**src/rtl/nn_layer_sequencer_pkg.sv**
```systemverilog
// nn_ctrl_pkg: shared definitions for the layer sequencer slice.
//   - ARCH_W           : width of one net_arch word (neuron count of a layer)
//   - ARCH_MAX_LAYERS  : largest layer count the arch_word helper can index
//   - ST_*             : sequencer state encoding
//   - arch_word()      : extract the neuron count of layer k from a net_arch vector
package nn_ctrl_pkg;

    localparam int ARCH_W          = 32;
    localparam int ARCH_MAX_LAYERS = 16;

    typedef logic [ARCH_W*ARCH_MAX_LAYERS-1:0] arch_vec_t;

    typedef logic [2:0] state_t;
    localparam logic [2:0] ST_IDLE  = 3'd0;
    localparam logic [2:0] ST_CHECK = 3'd1;
    localparam logic [2:0] ST_SEED  = 3'd2;
    localparam logic [2:0] ST_LOAD  = 3'd3;
    localparam logic [2:0] ST_MUL   = 3'd4;
    localparam logic [2:0] ST_ADD   = 3'd5;
    localparam logic [2:0] ST_LATCH = 3'd6;
    localparam logic [2:0] ST_FIN   = 3'd7;

    // Callers widen their NR_LAYERS-word vector to arch_vec_t first, so one
    // helper serves every layer count. Out-of-range k reads as zero.
    function automatic logic [ARCH_W-1:0] arch_word(input arch_vec_t arch,
                                                    input int unsigned k);
        if (k < ARCH_MAX_LAYERS)
            return arch[k*ARCH_W +: ARCH_W];
        return '0;
    endfunction

endpackage

```
**src/rtl/nn_layer_sequencer_if.sv**
```systemverilog
// nn_layer_sequencer_if: handshake bundle between the layer sequencer and the
// feed-forward datapath (weight storage, multiplier, adder, data/result regs).
//   master (sequencer): drives load_req, mul_start, l_cnt, m_cnt, sel_input,
//                       data_we, result_we, layer_idx; receives load_ack,
//                       mul_done, add_done.
//   slave  (datapath) : the mirror image.
interface nn_layer_sequencer_if;
    import nn_ctrl_pkg::*;

    logic              load_req;
    logic              load_ack;
    logic              mul_start;
    logic              mul_done;
    logic              add_done;
    logic [ARCH_W-1:0] l_cnt;
    logic [ARCH_W-1:0] m_cnt;
    logic              sel_input;
    logic              data_we;
    logic              result_we;
    logic [ARCH_W-1:0] layer_idx;

    modport master (
        output load_req, mul_start, l_cnt, m_cnt, sel_input, data_we,
               result_we, layer_idx,
        input  load_ack, mul_done, add_done
    );

    modport slave (
        input  load_req, mul_start, l_cnt, m_cnt, sel_input, data_we,
               result_we, layer_idx,
        output load_ack, mul_done, add_done
    );

endinterface

```
**src/rtl/nn_layer_sequencer_checker.sv**
```systemverilog
// nn_arch_checker: combinational legality check of a network description.
//   net_arch : NR_LAYERS words of ARCH_W bits, layer k in [ARCH_W*k +: ARCH_W]
//   ok       : 1 when every layer has 1..MAXNEURONS neurons, every layer that
//              feeds another has at most MAXWEIGHTS neurons, and the network
//              input fits a weight row (INPUTSIZE <= MAXWEIGHTS).
module nn_arch_checker
    import nn_ctrl_pkg::*;
#(
    parameter int NR_LAYERS  = 2,
    parameter int INPUTSIZE  = 4,
    parameter int MAXNEURONS = 10,
    parameter int MAXWEIGHTS = 4
) (
    input  logic [ARCH_W*NR_LAYERS-1:0] net_arch,
    output logic                        ok
);

    arch_vec_t arch;
    assign arch = arch_vec_t'(net_arch);

    always_comb begin
        ok = (INPUTSIZE <= MAXWEIGHTS);
        for (int unsigned k = 0; k < NR_LAYERS; k++) begin
            if (arch_word(arch, k) == '0 ||
                arch_word(arch, k) > ARCH_W'(MAXNEURONS))
                ok = 1'b0;
            // previous layer's outputs become this layer's weight row
            if (k > 0 && arch_word(arch, k - 1) > ARCH_W'(MAXWEIGHTS))
                ok = 1'b0;
        end
    end

endmodule

```
**src/rtl/nn_layer_sequencer.sv**
```systemverilog
// nn_layer_sequencer: control FSM for the layer-by-layer feed-forward pass
// (multiply -> vector add -> activation), one layer at a time.
//   clk, rst  : clock, asynchronous active-high reset
//   start     : one-cycle pulse, accepted only in IDLE
//   net_arch  : neuron count per layer, layer k in [32k +: 32]
//   dp        : datapath handshake bundle (master side)
//   busy      : high in every state but IDLE
//   done      : one-cycle pulse after the final layer's result is written
//   error     : sticky illegal-architecture flag, cleared by the next start
module nn_layer_sequencer
    import nn_ctrl_pkg::*;
#(
    parameter int NR_LAYERS  = 2,
    parameter int INPUTSIZE  = 4,
    parameter int MAXNEURONS = 10,
    parameter int MAXWEIGHTS = 4
) (
    input  logic                        clk,
    input  logic                        rst,
    input  logic                        start,
    input  logic [ARCH_W*NR_LAYERS-1:0] net_arch,
    nn_layer_sequencer_if.master        dp,
    output logic                        busy,
    output logic                        done,
    output logic                        error
);

    state_t            state;
    logic [ARCH_W-1:0] layer_idx;
    logic [ARCH_W-1:0] l_cnt;
    logic [ARCH_W-1:0] m_cnt;
    logic              mul_first;   // first cycle of MUL: launch pulse
    logic              add_seen;    // add_done arrived together with mul_done
    logic              arch_ok;
    logic              last_layer;
    arch_vec_t         arch;

    assign arch       = arch_vec_t'(net_arch);
    assign last_layer = (layer_idx == ARCH_W'(NR_LAYERS - 1));

    nn_arch_checker #(
        .NR_LAYERS (NR_LAYERS),
        .INPUTSIZE (INPUTSIZE),
        .MAXNEURONS(MAXNEURONS),
        .MAXWEIGHTS(MAXWEIGHTS)
    ) u_checker (
        .net_arch(net_arch),
        .ok      (arch_ok)
    );

    // Strobes are decoded from state so an asynchronous reset zeroes them at once.
    assign dp.load_req  = (state == ST_LOAD);
    assign dp.mul_start = (state == ST_MUL) && mul_first;
    assign dp.sel_input = (state == ST_SEED);
    assign dp.data_we   = (state == ST_SEED) || ((state == ST_LATCH) && !last_layer);
    assign dp.result_we = (state == ST_FIN);
    assign dp.l_cnt     = l_cnt;
    assign dp.m_cnt     = m_cnt;
    assign dp.layer_idx = layer_idx;
    assign busy         = (state != ST_IDLE);
    assign done         = (state == ST_FIN);

    always_ff @(posedge clk or posedge rst) begin
        if (rst) begin
            state     <= ST_IDLE;
            layer_idx <= '0;
            l_cnt     <= '0;
            m_cnt     <= '0;
            mul_first <= 1'b0;
            add_seen  <= 1'b0;
            error     <= 1'b0;
        end else begin
            case (state)
                ST_IDLE: begin
                    if (start) begin
                        state     <= ST_CHECK;
                        error     <= 1'b0;
                        layer_idx <= '0;
                        m_cnt     <= ARCH_W'(INPUTSIZE);
                        mul_first <= 1'b0;
                        add_seen  <= 1'b0;
                    end
                end
                ST_CHECK: begin
                    if (arch_ok) begin
                        state <= ST_SEED;
                    end else begin
                        error <= 1'b1;
                        state <= ST_IDLE;
                    end
                end
                ST_SEED: begin
                    // l_cnt must be valid from the first LOAD cycle
                    l_cnt <= arch_word(arch, 0);
                    state <= ST_LOAD;
                end
                ST_LOAD: begin
                    if (dp.load_ack) begin
                        state     <= ST_MUL;
                        mul_first <= 1'b1;
                    end
                end
                ST_MUL: begin
                    mul_first <= 1'b0;
                    if (dp.mul_done) begin
                        state    <= ST_ADD;
                        add_seen <= dp.add_done;
                    end
                end
                ST_ADD: begin
                    if (dp.add_done || add_seen) begin
                        state    <= ST_LATCH;
                        add_seen <= 1'b0;
                    end
                end
                ST_LATCH: begin
                    if (last_layer) begin
                        state <= ST_FIN;
                    end else begin
                        // this layer's outputs are the next layer's inputs
                        m_cnt     <= l_cnt;
                        l_cnt     <= arch_word(arch, layer_idx + 32'd1);
                        layer_idx <= layer_idx + 32'd1;
                        state     <= ST_LOAD;
                    end
                end
                ST_FIN: begin
                    state <= ST_IDLE;
                end
                default: state <= ST_IDLE;
            endcase
        end
    end

endmodule

```
**src/flat_wrapper.sv**
```systemverilog
// flat-port wrapper written by rule: the top's interface ports become plain ports
module nn_layer_sequencer_flat import nn_ctrl_pkg::*;
#(
    parameter int NR_LAYERS  = 2,
    parameter int INPUTSIZE  = 4,
    parameter int MAXNEURONS = 10,
    parameter int MAXWEIGHTS = 4
)
  (clk, rst, start, net_arch, busy, done, error, dp_load_req, dp_mul_start, dp_l_cnt, dp_m_cnt, dp_sel_input, dp_data_we, dp_result_we, dp_layer_idx, dp_load_ack, dp_mul_done, dp_add_done);
  nn_layer_sequencer_if dp_i ();
  input  logic clk;
  input  logic rst;
  input  logic start;
  input  logic [ARCH_W*NR_LAYERS-1:0] net_arch;
  output logic busy;
  output logic done;
  output logic error;
  output wire logic [$bits(dp_i.load_req)-1:0] dp_load_req;
  output wire logic [$bits(dp_i.mul_start)-1:0] dp_mul_start;
  output wire logic [$bits(dp_i.l_cnt)-1:0] dp_l_cnt;
  output wire logic [$bits(dp_i.m_cnt)-1:0] dp_m_cnt;
  output wire logic [$bits(dp_i.sel_input)-1:0] dp_sel_input;
  output wire logic [$bits(dp_i.data_we)-1:0] dp_data_we;
  output wire logic [$bits(dp_i.result_we)-1:0] dp_result_we;
  output wire logic [$bits(dp_i.layer_idx)-1:0] dp_layer_idx;
  input wire logic [$bits(dp_i.load_ack)-1:0] dp_load_ack;
  input wire logic [$bits(dp_i.mul_done)-1:0] dp_mul_done;
  input wire logic [$bits(dp_i.add_done)-1:0] dp_add_done;
  assign dp_load_req = dp_i.load_req;
  assign dp_mul_start = dp_i.mul_start;
  assign dp_l_cnt = dp_i.l_cnt;
  assign dp_m_cnt = dp_i.m_cnt;
  assign dp_sel_input = dp_i.sel_input;
  assign dp_data_we = dp_i.data_we;
  assign dp_result_we = dp_i.result_we;
  assign dp_layer_idx = dp_i.layer_idx;
  assign dp_i.load_ack = dp_load_ack;
  assign dp_i.mul_done = dp_mul_done;
  assign dp_i.add_done = dp_add_done;
  nn_layer_sequencer #(.NR_LAYERS(NR_LAYERS), .INPUTSIZE(INPUTSIZE), .MAXNEURONS(MAXNEURONS), .MAXWEIGHTS(MAXWEIGHTS)) u_core (.clk(clk), .rst(rst), .start(start), .net_arch(net_arch), .dp(dp_i), .busy(busy), .done(done), .error(error));
endmodule
```
**config.mk**
```make
export PLATFORM = sky130hd
export DESIGN_NAME = nn_layer_sequencer_flat
export DESIGN_NICKNAME = d
export VERILOG_FILES = /design/src/rtl/nn_layer_sequencer_pkg.sv /design/src/rtl/nn_layer_sequencer_if.sv /design/src/rtl/nn_layer_sequencer_checker.sv /design/src/rtl/nn_layer_sequencer.sv /design/src/flat_wrapper.sv
export SDC_FILE = /design/constraint.sdc
export NUM_CORES = 1
export LEC_CHECK = 0
export CAP_MARGIN = 30
export CORE_AREA = 2 2 163 181
export DETAILED_ROUTE_END_ITERATION = 10
export DIE_AREA = 0 0 165 183
export GPL_TIMING_DRIVEN = 0
export PLACE_DENSITY_LB_ADDON = 0.3
export SYNTH_ARGS = -nofsm -noshare
export SYNTH_HDL_FRONTEND = slang
export SYNTH_SLANG_ARGS = --single-unit
```
**constraint.sdc**
```tcl
create_clock -name clk -period 3.2 [get_ports clk]
set_input_delay 0.64 -clock clk [delete_from_list [all_inputs] [get_ports clk]]
set_output_delay 0.64 -clock clk [all_outputs]
set_load 0.02 [all_outputs]
```
==> results of run 1 <==
-- repair_timing --
item,4_1_cts,5_1_grt
buffers inserted,5,6
hold buffers,0,0
setup endpoints to repair,97,52
pin swaps,3,4
resized for setup,30,19
-- routing by layer --
| layer | up-vias | wire [microns] | GRT usage (%) |
|---|---|---|---|
| met3 | 25 | 2204 | 4.998 |
| met4 | 0 | 387 | 4.070 |
| li1 | 3274 | - | - |
| met2 | 258 | 13220 | 30.45 |
| met1 | 3415 | 11490 | 23.27 |
| met5 | - | 0 | 0 |
-- layout make-up --
class / instances / area (sq um)
fill: 3013 / 18890
multi-input combinational: 579 / 3792
sequential: 102 / 2556
timing repair buffer: 188 / 1881
buffer: 77 / 464.2
tap: 368 / 460.4
clock buffer: 10 / 229.0
inverter: 15 / 60.06
clock inverter: 6 / 52.55
-- how the worst min path moves through the flow --
stage / from / end / slack (ns) / depth (start not counted)
final: u_core.dp.m_cnt[30] / u_core.dp.m_cnt[30] / 0.50 / 2
after global routing: u_core.dp.m_cnt[6] / u_core.dp.m_cnt[6] / 0.52 / 2
after CTS: u_core.dp.m_cnt[6] / u_core.dp.m_cnt[6] / 0.51 / 2
after detailed placement: u_core.dp.m_cnt[22] / u_core.dp.m_cnt[22] / 0.49 / 2
after global placement: u_core.add_seen / u_core.add_seen / 0.48 / 2
after floorplan: u_core.add_seen / u_core.add_seen / 0.46 / 2
-- power breakdown --
group / switching [W] / total [W] / internal, W
logic: 0.00169 / 0.00301 / 0.00131
registers: 0.000304 / 0.00191 / 0.00160
clock network: 0.000567 / 0.00111 / 0.000542
-- critical path: stages, from the launching register on --
cell	delay, ns
dfrtp_1	0.50
nor4_4	0.34
nand4_1	0.12
buf_4	0.18
o311ai_4	0.30
clkbuf_8	0.21
clkbuf_8	0.15
inv_1	0.04
clkdlybuf4s15_2	0.25
-- cells in the final DEF, fill, tap and decap left out, drive strengths merged, types with 11 or more instances in the layout --
master / synthesis / routed
nor2: 43 / 43
and3: 11 / 11
a21oi: 48 / 48
nor3: 12 / 12
o21ai: 50 / 50
clkbuf: 43 / 52
mux2: 32 / 32
nor4: 26 / 26
dfrtp: 102 / 102
a31oi: 11 / 11
nand2: 99 / 99
nand4: 54 / 54
nand3: 51 / 51
buf: 33 / 48
clkdlybuf4s50: 0 / 172
inv: 15 / 17
o31ai: 44 / 44
nor3b: 33 / 33
-- cell families after synthesis --
| family | share of synthesized area [%] |
|---|---|
| flops | 38.10 |
| buf+inv | 7.228 |
| compound gates | 19.28 |
| xor+xnor | 0.6537 |
| fa+ha+maj | 0.3735 |
| simple gates | 28.39 |
| mux | 5.977 |
-- metrics by stage --
step / setup WS (ns) / setup TNS [ns] / cells
3_3_place_gp: -0.9688 / -38.42 / 1315
2_1_floorplan: 0.3466 / 0 / 774
4_1_cts: 0.01411 / 0 / 1339
6_report: 0.1007 / 0 / 1345
3_5_place_dp: -0.9378 / -32.33 / 1319
5_1_grt: -0.01128 / -0.01964 / 1345
-- flip-flops by register name, indices dropped and copies added (netlist names) --
| register | flops |
|---|---|
| u_core.add_seen | 1 |
| u_core.dp.l_cnt | 32 |
| u_core.dp.layer_idx | 32 |
| u_core.dp.m_cnt | 32 |
| u_core.error | 1 |
| u_core.mul_first | 1 |
| u_core.state | 3 |
==> metrics.yaml, run 1 <==
status: "finished, final reports clean"
r2r_end: "u_core.dp.l_cnt[29]"
syn_inst: 774
clock_sinks: 102
hold_ws_ns: 0.5045
rr_startpoint: "u_core.dp.layer_idx[1]"
numPortBuffers: 173
setup_viol: 0
slew_headroom_pct: 47.61
peakVddDrop_mv: 0.3179
wire_per_inst_microns: 20.30
grt_max_degree: 35
hp-class: "flip-flop to flip-flop"
io_pins: 174
arrival_ns: 2.46
critPathMaxFanout: 10
start_kind: "flip-flop"
drt-total-wl_microns: 27300
placed_cell_area_sq_um: 8960
period_share_pct: 96.85
place_hpwl_microns: 20550
seq_area_frac_synth_pct: 38.10
avgSynthCellArea_sq_um: 8.655
start_util_pct: 23.60
vias: 6972
synth_edf_count: 0
final_util_pct: 33.45
dieArea_sq_um: 30200
nets: 1044
synth_fp_nets: 846
ant_nets: 0
stdcell_area_sq_um: 9495
drc: 0
crit_path_end_kind: "output port"
maxCapViolations: 0
grt_pass1_wl_microns: 42120
grt_pass1_vias: 6941
synth.most_common_cell: "dfrtp_1"
grt_use_total_pct: 18.19
synth_top_area_share_pct: 38.10
p_per_area_nw_per_um2: 634.1
root_buffer: "clkbuf_16"
htreeDepth: 3
fp.coreArea_sq_um: 28380
synth_top_area_cell: "dfrtp_1"
n_antenna_cell: 0
crit_path_start: "u_core.dp.layer_idx[27]"
rrSetupSlack_ns: 0.12
die_h_microns: 183
syn_area_sq_um: 6699
syn2layout_area_growth_pct: 41.74
cts_buffers: 9
hold_viol_final: 0
finClkSkew_ns: 0.01348
antenna_found_initial: 0
ff2ff_path_depth: 11
synthDistinctLibCells: 61
cts_tree: "built"
drv_slew: 0
clk_pin_slew_ns: 0.07
clk_latency_ns: 0.37
drive_above_1_share_pct: 16.58
ys_warn_count: 0
fmax_mhz: 322.7
detail_route.vias_per_cell: 5.184
rows: 65
die_w_microns: 165
synth-seq-cells: 102
firstDrtPassIters: 5
power_leakage_nw: 3.856
path_class: "flip-flop to output port"
overflow: 0
ys.flop_type: "dfrtp_1"
crit_required_ns: 2.56
finalWeightedCongestion: 0.8734
worst_slew_pin_slew_ns: 0.7858
p_total_w: 0.006021
async_reset_ff_share_pct: 100.0
synth_area_leaders: "dfrtp_1, o31ai_2, nand2_1"
drt_iter0_drc: 411
ys_top_cells_by_count: "dfrtp_1, nand2_1, nand3_1, nand4_1, o21ai_0"
fin_crit_ns: 3.099
clockBufferDepth: 2
endpoint: "dp_data_we"
(Power assumes the default switching activity.)
==> run 2: changes to the inputs <==
- CTS_CLUSTER_DIAMETER: default -> 150
- clock period: 3.2 -> 3.9 ns (I/O delays scaled with it)
==> run 2 against run 1 <==
  * Critical path depth shrank 3
  * Combinational power shrank 21%
  * Setup slack gained 0.074 ns
  * Clock skew is essentially flat
  * First-iteration DRC count grew 6.3%
  * Critical path type unchanged
  * Critical endpoint is now dp_mul_start
  * Highest routed layer unchanged
==> metrics.yaml, run 2 (synthesis results as in run 1) <==
vias: 6817  # -2.2%
crit_path_cell_trace: "clkbuf_1 -> clkbuf_1 -> clkbuf_1 -> and3_1 -> clkdlybuf4s50_1"
crit_top_cell: "clkbuf_1"
grt_max_degree: 58  # +66%
wire_per_inst_microns: 20.09  # -1.0%
grt_use_total_pct: 17.99  # -0.21 points
detail_route.vias_per_cell: 5.114  # -1.3%
n_antenna_cell: 0  # unchanged
cts_tree: "built"
rows: 65  # unchanged
rrSetupSlack_ns: 0.22  # +0.10 ns
maxCapViolations: 0  # unchanged
nets: 1032  # -1.1%
drt_iter0_drc: 437  # +6.3%
p_clk_share_pct: 18.8  # +0.4 points
critPathMaxFanout: 10  # unchanged
ant_nets: 0  # unchanged
stdcell_area_sq_um: 9238  # -2.7%
seqPwrFrac_pct: 32.1  # +0.4 points
grt_pass1_wl_microns: 41790  # -0.79%
worst_slew_pin_slew_ns: 0.8089  # +0.02315 ns
mostFrequentLayoutCells: "clkdlybuf4s50_1, dfrtp_1, nand2_1"
final_util_pct: 32.55  # -0.91 points
p_comb_share_pct: 49.1  # -0.8 points
cp_slowest_cell: "clkdlybuf4s50_1"
final_common_cell: "clkdlybuf4s50_1"
drive_above_1_share_pct: 13.16  # -3.4 points
io_pins: 174  # unchanged
htreeDepth: 3  # unchanged
grt_pass1_vias: 6949  # +0.12%
start_util_pct: 23.60  # unchanged
syn2layout_area_growth_pct: 37.90
clk_pin_slew_ns: 0.08  # about the same
drv_slew: 0  # unchanged
clk_latency_ns: 0.36  # about the same
fin_crit_ns: 3.726
crit_required_ns: 3.12  # +0.56 ns
start_kind: "flip-flop"
place_hpwl_microns: 20270  # -1.4%
rsz0062_at_grt: "false"
period_share_pct: 95.53
arrival_ns: 2.95  # +0.49 ns
status: "finished, final reports clean"
peakVddDrop_mv: 0.2544  # -20%
placed_cell_area_sq_um: 8929  # -0.35%
slowest_delay_ns: 0.61  # +0.11 ns
cts_hold_buf: 0  # unchanged
fp.coreArea_sq_um: 28380  # unchanged
slew_headroom_pct: 46.07  # -1.5 points
die_w_microns: 165  # unchanged
finalWeightedCongestion: 0.8921  # +2.1%
dieArea_sq_um: 30200  # unchanged
clockBufferDepth: 2  # unchanged
die_h_microns: 183  # unchanged
p_per_area_nw_per_um2: 524.7  # -17%
path_class: "flip-flop to output port"
numPortBuffers: 173  # unchanged
firstDrtPassIters: 5  # unchanged
cts_buffers: 9  # unchanged
top_regs: "u_core.dp.l_cnt (32), u_core.dp.layer_idx (32), u_core.dp.m_cnt (32)"
cellInternalPower_w: 0.002778  # -20%
hp-class: "flip-flop to flip-flop"
antenna_found_initial: 0  # unchanged
power_leakage_nw: 3.690  # -4.3%
crit_path_end_kind: "output port"
clock_sinks: 102  # unchanged
hold_viol_final: 0  # unchanged
root_buffer: "clkbuf_16"
setup_viol: 0  # unchanged
drt-total-wl_microns: 26790  # -1.9%
overflow: 0  # unchanged
drc: 0  # unchanged
p_switching_w: 0.002069  # -19%
swShare_pct: 42.68  # +0.097 points
fmax_mhz: 268.4
finClkSkew_ns: 0.01361  # +0.0001340 ns
[run 2: path summary, 6_finish.rpt]
check / startpoint / depth (start not counted) / to
min: u_core.dp.m_cnt[16] / 2 / u_core.dp.m_cnt[16]
min in group asynchronous: rst / 2 / u_core.dp.layer_idx[13]
max reg2reg: u_core.dp.layer_idx[14] / 8 / u_core.dp.layer_idx[22]
max: u_core.state[2] / 5 / dp_mul_start
min reg2reg: u_core.dp.m_cnt[16] / 2 / u_core.dp.m_cnt[16]
max in group asynchronous: rst / 3 / u_core.dp.m_cnt[21]
[run 2: layout make-up]
type                    count  area [sq um]
plain buffers              77         434.2
clock buffers              10         229.0
clock inverters             6         52.55
fillers                  2984         19150
inverters                  15         61.31
multi-input cells         579          3676
flip-flops and latches    102          2552
well taps                 368         460.4
repair buffers            176          1772
[run 2: power by group through the flow]
stage / clock (W) / sequential [W] / combinational (W)
after detailed placement: 0 / 0.00158 / 0.00238
final: 0.000910 / 0.00156 / 0.00238
after CTS: 0.000939 / 0.00156 / 0.00240
after global placement: 0 / 0.00157 / 0.00236
after global routing: 0.000972 / 0.00159 / 0.00257
after floorplan: 0 / 0.00179 / 0.00112
[run 2: what timing repair did]
action                                  4_1_cts  5_1_grt
setup buffers                                 1        0
pin swaps                                     1        0
endpoints found under the setup margin        1        1
endpoints found under the hold margin         0        0
resized for setup                             7        0
[run 2: critical path, delay by kind of cell, from the launching register on]
| family | cells | cell delay [ns] |
|---|---|---|
| DFF | 1 | 0.32 |
| and+or+nand+nor | 1 | 0.25 |
| buffers and inverters | 4 | 2.01 |
[run 2: metrics by stage]
| stage | cells | setup WS [ns] | power (W) | hold WS, ns | TNS, ns |
|---|---|---|---|---|---|
| global placement | 1315 | -1.620 | 0.003939 | 0.4795 | -164.47 |
| finish | 1333 | 0.1745 | 0.004847 | 0.4966 | 0 |
| detailed placement | 1317 | -0.3703 | 0.003953 | 0.4846 | -0.3703 |
| CTS | 1334 | 0.01129 | 0.004903 | 0.5023 | 0 |
| floorplan | 774 | 0.4445 | 0.002903 | 0.4638 | 0 |
| global route | 1333 | 0.01097 | 0.005139 | 0.5208 | 0 |
[run 2: routing by layer]
metal | up-vias | part of all wire [%] | track usage (%)
li1 | 3243 | - | -
met2 | 248 | 48 | 29.85
met1 | 3294 | 44 | 23.65
met3 | 32 | 7.0 | 4.116
met5 | - | 0 | 0
met4 | 0 | 1.7 | 4.243
